$ cat config.mk
export PLATFORM = sky130hd
export DESIGN_NAME = key_debounce
export DESIGN_NICKNAME = d
export VERILOG_FILES = /design/src/rtl/key_debounce.sv
export SDC_FILE = /design/constraint.sdc
export NUM_CORES = 1
export LEC_CHECK = 0
export ABC_CLOCK_PERIOD_IN_PS = 1800
export BUFFER_PORTS_ARGS = -buffer_cell sky130_fd_sc_hd__clkbuf_2
export CAP_MARGIN = 20
export CORE_AREA = 2 2 39 41
export CTS_BUF_LIST = sky130_fd_sc_hd__clkbuf_8
export DETAILED_ROUTE_END_ITERATION = 7
export DIE_AREA = 0 0 41 43
export PLACE_DENSITY = 0.67
export SLEW_MARGIN = 40
export SYNTH_ARGS = -nofsm -noshare
export SYNTH_HDL_FRONTEND = slang
export SYNTH_SLANG_ARGS = --single-unit
$ cat constraint.sdc
create_clock -name CLK -period 1.8 [get_ports CLK]
set_input_delay 0.36 -clock CLK [delete_from_list [all_inputs] [get_ports CLK]]
set_output_delay 0.36 -clock CLK [all_outputs]
set_load 0.03 [all_outputs]
$ cat src/rtl/key_debounce.sv
// Debounces one active-low pushbutton into a clean level plus press/release pulses.
// Optional auto-repeat while held is built only when KEY_DEBOUNCE_REPEAT_EN is defined.
module key_debounce #(
    parameter int STABLE_TICKS  = 16,
    parameter int CNT_W         = 8,
    parameter int REPEAT_DELAY  = 64,
    parameter int REPEAT_PERIOD = 16,
    parameter int REP_W         = 8
) (
    input  logic CLK,
    input  logic RST_N,
    input  logic CE,
    input  logic KEY_N,
    output logic LEVEL,
    output logic PRESS,
    output logic RELEASE,
    output logic REPEAT
);

    // state         | meaning
    // RELEASED      | key accepted as up, LEVEL=0
    // PRESS_PEND    | key seen down, counting CE ticks of stability, LEVEL=0
    // PRESSED       | key accepted as down, LEVEL=1
    // RELEASE_PEND  | key seen up, counting CE ticks of stability, LEVEL=1
    typedef enum logic [1:0] {
        ST_RELEASED,
        ST_PRESS_PEND,
        ST_PRESSED,
        ST_RELEASE_PEND
    } state_t;

    localparam logic [CNT_W-1:0] CNT_LAST = CNT_W'(STABLE_TICKS - 1);

    logic             sync1;
    logic             sync2;
    state_t           state;
    state_t           state_nxt;
    logic [CNT_W-1:0] cnt;
    logic [CNT_W-1:0] cnt_nxt;
    logic             level_nxt;
    logic             press_nxt;
    logic             release_nxt;

    always_ff @(posedge CLK) begin
        if (!RST_N) begin
            sync1   <= 1'b0;
            sync2   <= 1'b0;
            state   <= ST_RELEASED;
            cnt     <= '0;
            LEVEL   <= 1'b0;
            PRESS   <= 1'b0;
            RELEASE <= 1'b0;
        end else begin
            sync1   <= ~KEY_N;
            sync2   <= sync1;
            state   <= state_nxt;
            cnt     <= cnt_nxt;
            LEVEL   <= level_nxt;
            PRESS   <= press_nxt;
            RELEASE <= release_nxt;
        end
    end

    // A change of the synchronised key always wins over a CE tick in the same cycle.
    always_comb begin
        state_nxt   = state;
        cnt_nxt     = cnt;
        press_nxt   = 1'b0;
        release_nxt = 1'b0;
        case (state)
            ST_RELEASED: begin
                if (sync2) begin
                    state_nxt = ST_PRESS_PEND;
                    cnt_nxt   = '0;
                end
            end
            ST_PRESS_PEND: begin
                if (!sync2) begin
                    state_nxt = ST_RELEASED;
                end else if (CE) begin
                    if (cnt == CNT_LAST) begin
                        state_nxt = ST_PRESSED;
                        press_nxt = 1'b1;
                    end else begin
                        cnt_nxt = cnt + CNT_W'(1);
                    end
                end
            end
            ST_PRESSED: begin
                if (!sync2) begin
                    state_nxt = ST_RELEASE_PEND;
                    cnt_nxt   = '0;
                end
            end
            ST_RELEASE_PEND: begin
                if (sync2) begin
                    state_nxt = ST_PRESSED;
                end else if (CE) begin
                    if (cnt == CNT_LAST) begin
                        state_nxt   = ST_RELEASED;
                        release_nxt = 1'b1;
                    end else begin
                        cnt_nxt = cnt + CNT_W'(1);
                    end
                end
            end
            default: begin
                state_nxt = ST_RELEASED;
                cnt_nxt   = '0;
            end
        endcase
        level_nxt = (state_nxt == ST_PRESSED) || (state_nxt == ST_RELEASE_PEND);
    end

`ifdef KEY_DEBOUNCE_REPEAT_EN
    localparam logic [REP_W-1:0] DELAY_LAST  = REP_W'(REPEAT_DELAY - 1);
    localparam logic [REP_W-1:0] PERIOD_LAST = REP_W'(REPEAT_PERIOD - 1);

    logic [REP_W-1:0] rep_cnt;
    logic [REP_W-1:0] rep_cnt_nxt;
    logic             rep_periodic;
    logic             rep_periodic_nxt;
    logic             repeat_nxt;

    always_ff @(posedge CLK) begin
        if (!RST_N) begin
            rep_cnt      <= '0;
            rep_periodic <= 1'b0;
            REPEAT       <= 1'b0;
        end else begin
            rep_cnt      <= rep_cnt_nxt;
            rep_periodic <= rep_periodic_nxt;
            REPEAT       <= repeat_nxt;
        end
    end

    // rep_periodic selects the reload target: initial delay first, then the period.
    always_comb begin
        rep_cnt_nxt      = rep_cnt;
        rep_periodic_nxt = rep_periodic;
        repeat_nxt       = 1'b0;
        if (state == ST_PRESS_PEND && state_nxt == ST_PRESSED) begin
            rep_cnt_nxt      = '0;
            rep_periodic_nxt = 1'b0;
        end else if (state == ST_PRESSED && state_nxt == ST_PRESSED && CE) begin
            if (rep_cnt == (rep_periodic ? PERIOD_LAST : DELAY_LAST)) begin
                repeat_nxt       = 1'b1;
                rep_cnt_nxt      = '0;
                rep_periodic_nxt = 1'b1;
            end else begin
                rep_cnt_nxt = rep_cnt + REP_W'(1);
            end
        end else if (state_nxt == ST_RELEASED) begin
            rep_cnt_nxt      = '0;
            rep_periodic_nxt = 1'b0;
        end
    end
`else
    logic unused_rep_cfg;
    assign unused_rep_cfg = ^{REPEAT_DELAY, REPEAT_PERIOD, REP_W};
    assign REPEAT         = 1'b0;
`endif

endmodule
==> metrics.txt, run 1 <==
status complete, no violations; peak supply drop about 570 uV; area grow syn2layout 15.1%; CP startpoint kind flip-flop; die area ~0.0018 sq mm; CP required around 2 ns; largest net degree at the start of global routing 10; clock sinks 14; Starting Density a little under half; dpl cells a little under 90; dpl hpwl roughly 770 um; first-pass GRT wire length 1720 um; Fmax approximately 600 MHz; R2R depth 5; die width 41 um; Clock Tree Root clkbuf_8; 1st-iter DRT viols 10; sequential power share between 40% and 50%; Port Buffer Count 6; pre-CTS WS 0.111 ns; Post-synth ARST share 0%; hold buffers post-CTS 0; setup tns final 0 ns; Wirelength per Cell roughly 11 um; Tot Pwr 0.000642 W; Post-Syn Area roughly 630 sq um; multi-input logic area between 300 and 400 sq um; PnR worst setup slack 0.118 ns; CP endpoint kind flip-flop; Synth Flop Type dfxtp_1; #FFs+latches synth 14; Period minus WS final 1.68 ns; met2 Use GR about a fifth; Slew Viols, Final 0; Post-synth EDFFs 0; Switching Share approximately 20%; Final period util 93.5%; CTS buffer count 3; Post-CTS Setup Repair Bufs 0; setup violators final 0; worst-path fanout max 4; global-route track usage on met1 between 10% and 20%; initial antenna violation count 0; CTS tree done; vias in the first global route between 400 and 500; Psw ~0.00013 W; die span in y approximately 43 um; Max clock buf depth 2; Most Crowded Layer GR met2; unrepaired setup endpoints after global routing no; internal power around 0.00051 W; Synth cell types 31; layout cells sized above 1 about a fifth; final instance area between 700 and 800 sq um; Synth top area share 44.4%; Syn Area/Cell 9.27 sq um; sequential cell area 282 sq um; Overflow after GRT 0; Combinational Power Share under 10%; net count after synthesis 73; GPL Wtd Cong 0.738; CP Class reg2reg; Via density 5.25; drt pass-1 iters 4; Hold WC Path Type in2reg; cell depth of the worst hold path 2; cell row count 14; max cap viols 0; static leakage approximately 0.29 nW; I/O pins 8; leading area contributor after synthesis dfxtp_1; met3 Resource Use GR approximately 7.9%; Seq/Total Area, Yosys between 40% and 50%; most common cell in the netlist dfxtp_1; Mapped Cells 68; CP Data Arrival Time roughly 1.9 ns; Clock Power Share 47.6%; final hold vios 0; drt total wl roughly 1100 um; core region area 0.00138 sq mm; ANT cells 0; fill cell count around 120; H-tree depth 1; synthesis warning total 0; Commonest cells post-synth dfxtp_1, nand2_1, nor2_1, nor2b_1, nor3b_1; Vias 488; clock transition at the registers of the reported paths about 0.060 ns; Nets 83; Final Non-Filler Cells 93; pwr dens 885 mW/mm^2; DRC 0; DP Area approximately 670 sq um; Total GRT Usage between 10% and 20%; Area contributors post-synth dfxtp_1, nand2_1, nor3b_1; Clk Latency, worst-skew pair around 0.25 ns; Setup Skew 0.00349 ns; ANT nets after route 0
==> cell usage in the layout (no fill, tap or decap), drive strengths merged, types with 3 or more instances in the layout <==
master / Yosys / layout
dfxtp: 14 / 14
clkbuf: 0 / 10
nand2: 7 / 7
nor2: 5 / 5
nor2b: 3 / 3
nor3b: 3 / 3
o21ai: 3 / 3
==> power by group through the flow <==
| stage | Clock, W | Combinational [W] | Sequential (W) |
|---|---|---|---|
| floorplan | 0 | 0.0000183 | 0.000321 |
| global placement | 0 | 0.0000214 | 0.000322 |
| detailed placement | 0 | 0.0000214 | 0.000322 |
| CTS | 0.000314 | 0.0000215 | 0.000315 |
| global route | 0.000326 | 0.0000244 | 0.000315 |
| finish | 0.000306 | 0.0000213 | 0.000315 |
==> state kept, by name (all words and copies together) (netlist names) <==
name     cells
cnt          8
LEVEL        1
PRESS        1
RELEASE      1
state        1
sync1        1
sync2        1
==> path summary, 6_finish.rpt <==
path	startpoint	end	slack [ns]
worst max register to register	cnt[1]$_SDFFE_PN0P_	cnt[6]$_SDFFE_PN0P_	0.12
worst max-delay path	cnt[1]$_SDFFE_PN0P_	cnt[6]$_SDFFE_PN0P_	0.12
worst min-delay path	KEY_N	sync1$_SDFF_PN0_	0.26
worst min register to register	sync1$_SDFF_PN0_	sync2$_SDFF_PN0_	0.44
==> worst max-delay path, cell delays in order, from the launching register on <==
cell	delay, ns
dfxtp_1	0.36
ha_1	0.18
nand3_1	0.14
or3b_4	0.42
or4_1	0.46
nand2_1	0.07
==> cell families (layout without fill, tap and decap cells) <==
logic type / Yosys count / after routing / synth area share [%]
xor gates and xnor gates: 3 / 3 / 4.17
AOI/OAI and AO/OA: 11 / 11 / 12.7
buffers and inverters: 4 / 13 / 4.17
other: 1 / 1 / 0.595
adders and majority gates: 1 / 1 / 1.98
and+or+nand+nor: 32 / 32 / 28.8
muxes: 2 / 2 / 3.17
DFF: 14 / 14 / 44.4
==> per-stage QoR <==
stage | hold WS, ns | util [%]
after floorplan | 0.412 | -
after global placement | 0.423 | 48.4
after detailed placement | 0.423 | 48.4
after CTS | 0.256 | 52.4
after global routing | 0.253 | 52.4
final | 0.262 | 52.4
==> metal layers <==
metal	vias to the layer above	routed length, um
met5	-	0
met4	0	14
met3	2	79
met2	13	471
met1	215	501
li1	258	-
==> final cells by class <==
| cell class | instances | area share (%) |
|---|---|---|
| tap | 16 | 2.76 |
| timing repair buffer | 7 | 5.17 |
| inverter | 2 | 1.03 |
| clock buffer | 4 | 7.59 |
| sequential | 14 | 38.8 |
| multi-input combinational | 50 | 44.7 |
==> what timing repair did <==
item                                   in CTS  in global routing
endpoints found under the hold margin       0                  0
resized for setup                           0                  1
setup endpoints to repair                   0                  1
(Power assumes the default switching activity.)
==> run 2, diff against run 1 <==
Settings changed: PLACE_DENSITY 0.67 to 0.76.
==> run 2 against run 1 <==
Core utilization stayed put. Sequential share of layout area stayed put. Combinational power hardly changed. Fmax is 0.73% lower. Clock skew is 0.0019 ns lower. Sequential power hardly changed. Worst setup slack worse by 0.012 ns. Flip-flop and latch count stayed put. Power is 0.37% lower. Worst hold slack better by 0.0017 ns. Register-to-register slack hardly changed. Clock power hardly changed. Largest cell class unchanged.
==> metrics.txt, run 2 (same netlist as run 1, synthesis figures left out) <==
Vias 495; Crit-path slowest cell or4_1; cell depth of the worst hold path 2; ANT cells 0; unrepaired setup endpoints after global routing no; CP endpoint kind flip-flop; Switching Share ~20%; DRC 0; status complete, no violations; setup tns final 0 ns; Fmax roughly 590 MHz; final hold vios 0; Starting Density roughly 46%; drt total wl between 1000 and 1500 um; pwr dens 881 mW/mm^2; internal power approximately 0.0005 W; ANT nets after route 0; CTS tree done; Combinational Power Share 3.3%; CP required about 2.0 ns; worst-path fanout max 4; I/O pins 8; vias in the first global route approximately 480; commonest cells after routing, fill and taps aside dfxtp_1, nand2_1, clkbuf_2, nor2_1, clkbuf_8; worst path cell trace ha_1, nand3_1, or3b_4, or4_1, nand2_1; cell row count 14; CP startpoint kind flip-flop; first-pass GRT wire length 1880 um; Tot Pwr 0.000640 W; CP Class reg2reg; Clock Power Share 47.4%; Top reg by flops cnt; Total GRT Usage 16.0%; sequential power share between 40% and 50%; H-tree depth 1; Slew Viols, Final 0; Psw about 0.00013 W; die width slightly above 40 um; Wirelength per Cell between 10 and 15 um; dpl hpwl approximately 800 um; largest net degree at the start of global routing 10; peak supply drop 500 uV; Clock Tree Root clkbuf_8; leading cell type in the layout, fill and taps excluded dfxtp_1; max reg flops 8; Period minus WS final between 1.5 and 2 ns; core region area approximately 0.0014 sq mm; hold buffers post-CTS 0; setup violators final 0; drt pass-1 iters 4; GPL Wtd Cong 0.750; Via density 5.32; reg2reg setup slack 0.11 ns; clock sinks 14; Max clock buf depth 2; die span in y approximately 43 um; die area approximately 0.0018 sq mm; clock transition at the registers of the reported paths approximately 0.060 ns; CP Data Arrival Time ~1.9 ns; initial antenna violation count 0; Port Buffer Count 6; Hold Worst Slack between 0.2 and 0.3 ns; Overflow after GRT 0; layout cells sized above 1 approximately a fifth; Hold WC Path Type in2reg; static leakage a little under 0.3 nW; Setup Skew about 0.0016 ns; R2R depth 5; area grow syn2layout 15.1%; Final period util ~94%; Nets between 80 and 90; crit-path max cell delay about 0.46 ns; max cap viols 0; CTS buffer count 3; Clk Latency, worst-skew pair 0.24 ns; 1st-iter DRT viols 7
==> run 2: cell counts in the layout (fill, tap and decap cells not counted) <==
No cell type changed its count.
==> run 2: worst max-delay path: cells and delay by family, from the launching register on <==
kind / cells / cell delay (ns)
adder cells (fa/ha/maj): 1 / 0.19
flip-flops: 1 / 0.37
AND/OR/NAND/NOR: 4 / 1.08
==> run 2: power groups by stage <==
stage	Clock [W]	Combinational, W	Sequential [W]
after floorplan	0	0.0000183	0.000321
final	0.000303	0.0000213	0.000315
after CTS	0.000313	0.0000213	0.000315
after detailed placement	0	0.0000212	0.000322
after global placement	0	0.0000212	0.000322
after global routing	0.000320	0.0000241	0.000315
==> run 2: timing repair <==
action	4_1_cts	5_1_grt
hold endpoints to repair	0	0
setup endpoints to repair	0	1
gates resized for setup	0	1
setup buffers	0	0
==> run 2: cell type report <==
class	instances	area [sq um]
inverters	2	7.51
repair buffers	7	37.5
clock buffers	4	55.1
well taps	16	20.0
fillers	130	658
multi-input cells	50	324
flip-flops and latches	14	282
==> run 2: path summary, 6_finish.rpt <==
| kind | start | end |
|---|---|---|
| setup / recovery | cnt[1]$_SDFFE_PN0P_ | cnt[6]$_SDFFE_PN0P_ |
| hold / removal | KEY_N | sync1$_SDFF_PN0_ |
| setup reg to reg | cnt[1]$_SDFFE_PN0P_ | cnt[6]$_SDFFE_PN0P_ |
| hold reg to reg | sync1$_SDFF_PN0_ | sync2$_SDFF_PN0_ |
==> run 2: layer usage <==
| metal | wire length (um) | global-route usage [%] | part of all wire (%) | vias up |
|---|---|---|---|---|
| met5 | 0 | 0 | 0 | - |
| met4 | 25 | 10.0 | 2.3 | 0 |
| met3 | 49 | 4.71 | 4.5 | 3 |
| met2 | 518 | 22.8 | 47 | 11 |
| met1 | 506 | 20.1 | 46 | 223 |
| li1 | - | - | - | 258 |
==> run 2: stage by stage <==
stage / util [%] / cells / setup slack, ns / cell area [sq um]
CTS: 52.4 / 93 / 0.0799 / 724
global placement: 48.4 / 89 / 0.146 / 669
detailed placement: 48.4 / 89 / 0.0944 / 669
finish: 52.4 / 93 / 0.105 / 726
global route: 52.4 / 93 / 0.0199 / 726
floorplan: - / 68 / 0.0611 / 631
==> run 3, diff against run 2 <==
Settings changed: MAX_ROUTING_LAYER set to met4.
==> run 3 against run 2 <==
Worst setup slack got worse by 0.0019 ns. Sequential power about the same. Die area unchanged. Clock skew about the same. Critical path depth stayed put. Clock power about the same. Final cell count did not move. Via count is 1.0% lower. Clock-buffer cell count did not move.
==> metrics.txt, run 3 (same netlist as run 1, synthesis figures left out) <==
status complete, no violations; DRC 0; CTS resizes 0; Slew Viols, Final 0; area grow syn2layout 15.1%; Starting Density between 40% and 50%; worst path cell trace ha_1, nand3_1, or3b_4, or4_1, nand2_1; Overflow after GRT 0; Period minus WS final 1.70 ns; commonest cells after routing, fill and taps aside dfxtp_1, nand2_1, clkbuf_2, nor2_1, clkbuf_8; die span in y 43 um; Wirelength per Cell ~12 um; H-tree depth 1; GPL Wtd Cong ~0.76; Setup Skew between 0.0015 and 0.002 ns; Fmax between 500 and 600 MHz; CP required 1.99 ns; Hold Worst Slack approximately 0.26 ns; max reg flops 8; Clock Tree Root clkbuf_8; initial antenna violation count 0; 1st-iter DRT viols 8; final hold vios 0; CP endpoint kind flip-flop; hold buffers post-CTS 0; first-pass GRT wire length between 1500 and 2000 um; max cap viols 0; Final Core Density a little over half; Final period util between 90% and 100%; CP Data Arrival Time 1.89 ns; CTS buffer count 3; Via density between 5 and 6; Vias just under 500; static leakage roughly 0.29 nW; CP Class reg2reg; die area around 0.0018 sq mm; largest net degree at the start of global routing 10; clock sinks 14; core region area between 0.001 and 0.0015 sq mm; ANT nets after route 0; unrepaired setup endpoints after global routing no; cell row count 14; vias in the first global route about 480; Hold WC Path Type in2reg; dpl hpwl 801 um; Post-CTS Setup Repair Bufs 0; clock transition at the registers of the reported paths 0.06 ns; setup violators final 0; CP startpoint kind flip-flop; pwr dens 882 mW/mm^2; worst-path fanout max 4; Crit-path slowest cell or4_1; layout cells sized above 1 19.5%; Max clock buf depth 2; Port Buffer Count 6; setup tns final 0 ns; Tot Pwr around 0.00064 W; crit-path max cell delay ~0.46 ns; peak supply drop roughly 500 uV; leading cell type in the layout, fill and taps excluded dfxtp_1; I/O pins 8; CTS tree done; die width between 40 and 50 um; drt total wl 1090 um; drt pass-1 iters 4; ANT cells 0; Top reg by flops cnt; Total GRT Usage 16.4%; Nets 83; Clk Latency, worst-skew pair 0.24 ns
==> run 3: cell counts in the layout (fill, tap and decap cells not counted) <==
Identical to the previous run, type by type.
==> run 3: routing by layer <==
layer	track usage (%)	part of all wire, %
met1	20.1	46
met2	22.8	47
met3	4.71	4.1
met4	10.0	2.3
met5	-	0
==> run 3: critical path: cells and delay by family, from the launching register on <==
| kind | cells | cell delay, ns |
|---|---|---|
| and+or+nand+nor | 4 | 1.08 |
| DFF | 1 | 0.37 |
| adders and majority gates | 1 | 0.19 |
==> run 3: where the power goes <==
part / leakage, nW / internal [W] / switching [W]
registers: 0.114 / 0.000313 / 0.00000228
logic: 0.148 / 0.00000743 / 0.0000140
clock network: 0.0288 / 0.000194 / 0.000110
total: 0.291 / 0.000514 / 0.000126
==> run 3: cell type report <==
cell class	instances	area, sq um
clock buffers	4	55.1
fillers	130	658
inverters	2	7.51
multi-input cells	50	324
flip-flops and latches	14	282
well taps	16	20.0
repair buffers	7	37.5
==> run 3: path summary, 6_finish.rpt <==
kind	end	slack (ns)	depth (start not counted)	from
setup reg to reg	cnt[6]$_SDFFE_PN0P_	0.10	5	cnt[1]$_SDFFE_PN0P_
hold reg to reg	sync2$_SDFF_PN0_	0.45	1	sync1$_SDFF_PN0_
hold / removal	sync1$_SDFF_PN0_	0.26	2	KEY_N
setup / recovery	cnt[6]$_SDFFE_PN0P_	0.10	5	cnt[1]$_SDFFE_PN0P_
==> run 3: per-stage QoR <==
step | worst slack [ns] | instances | area, sq um
4_1_cts | 0.0799 | 93 | 724
3_3_place_gp | 0.146 | 89 | 669
6_report | 0.103 | 93 | 726
2_1_floorplan | 0.0611 | 68 | 631
5_1_grt | 0.0199 | 93 | 726
3_5_place_dp | 0.0944 | 89 | 669
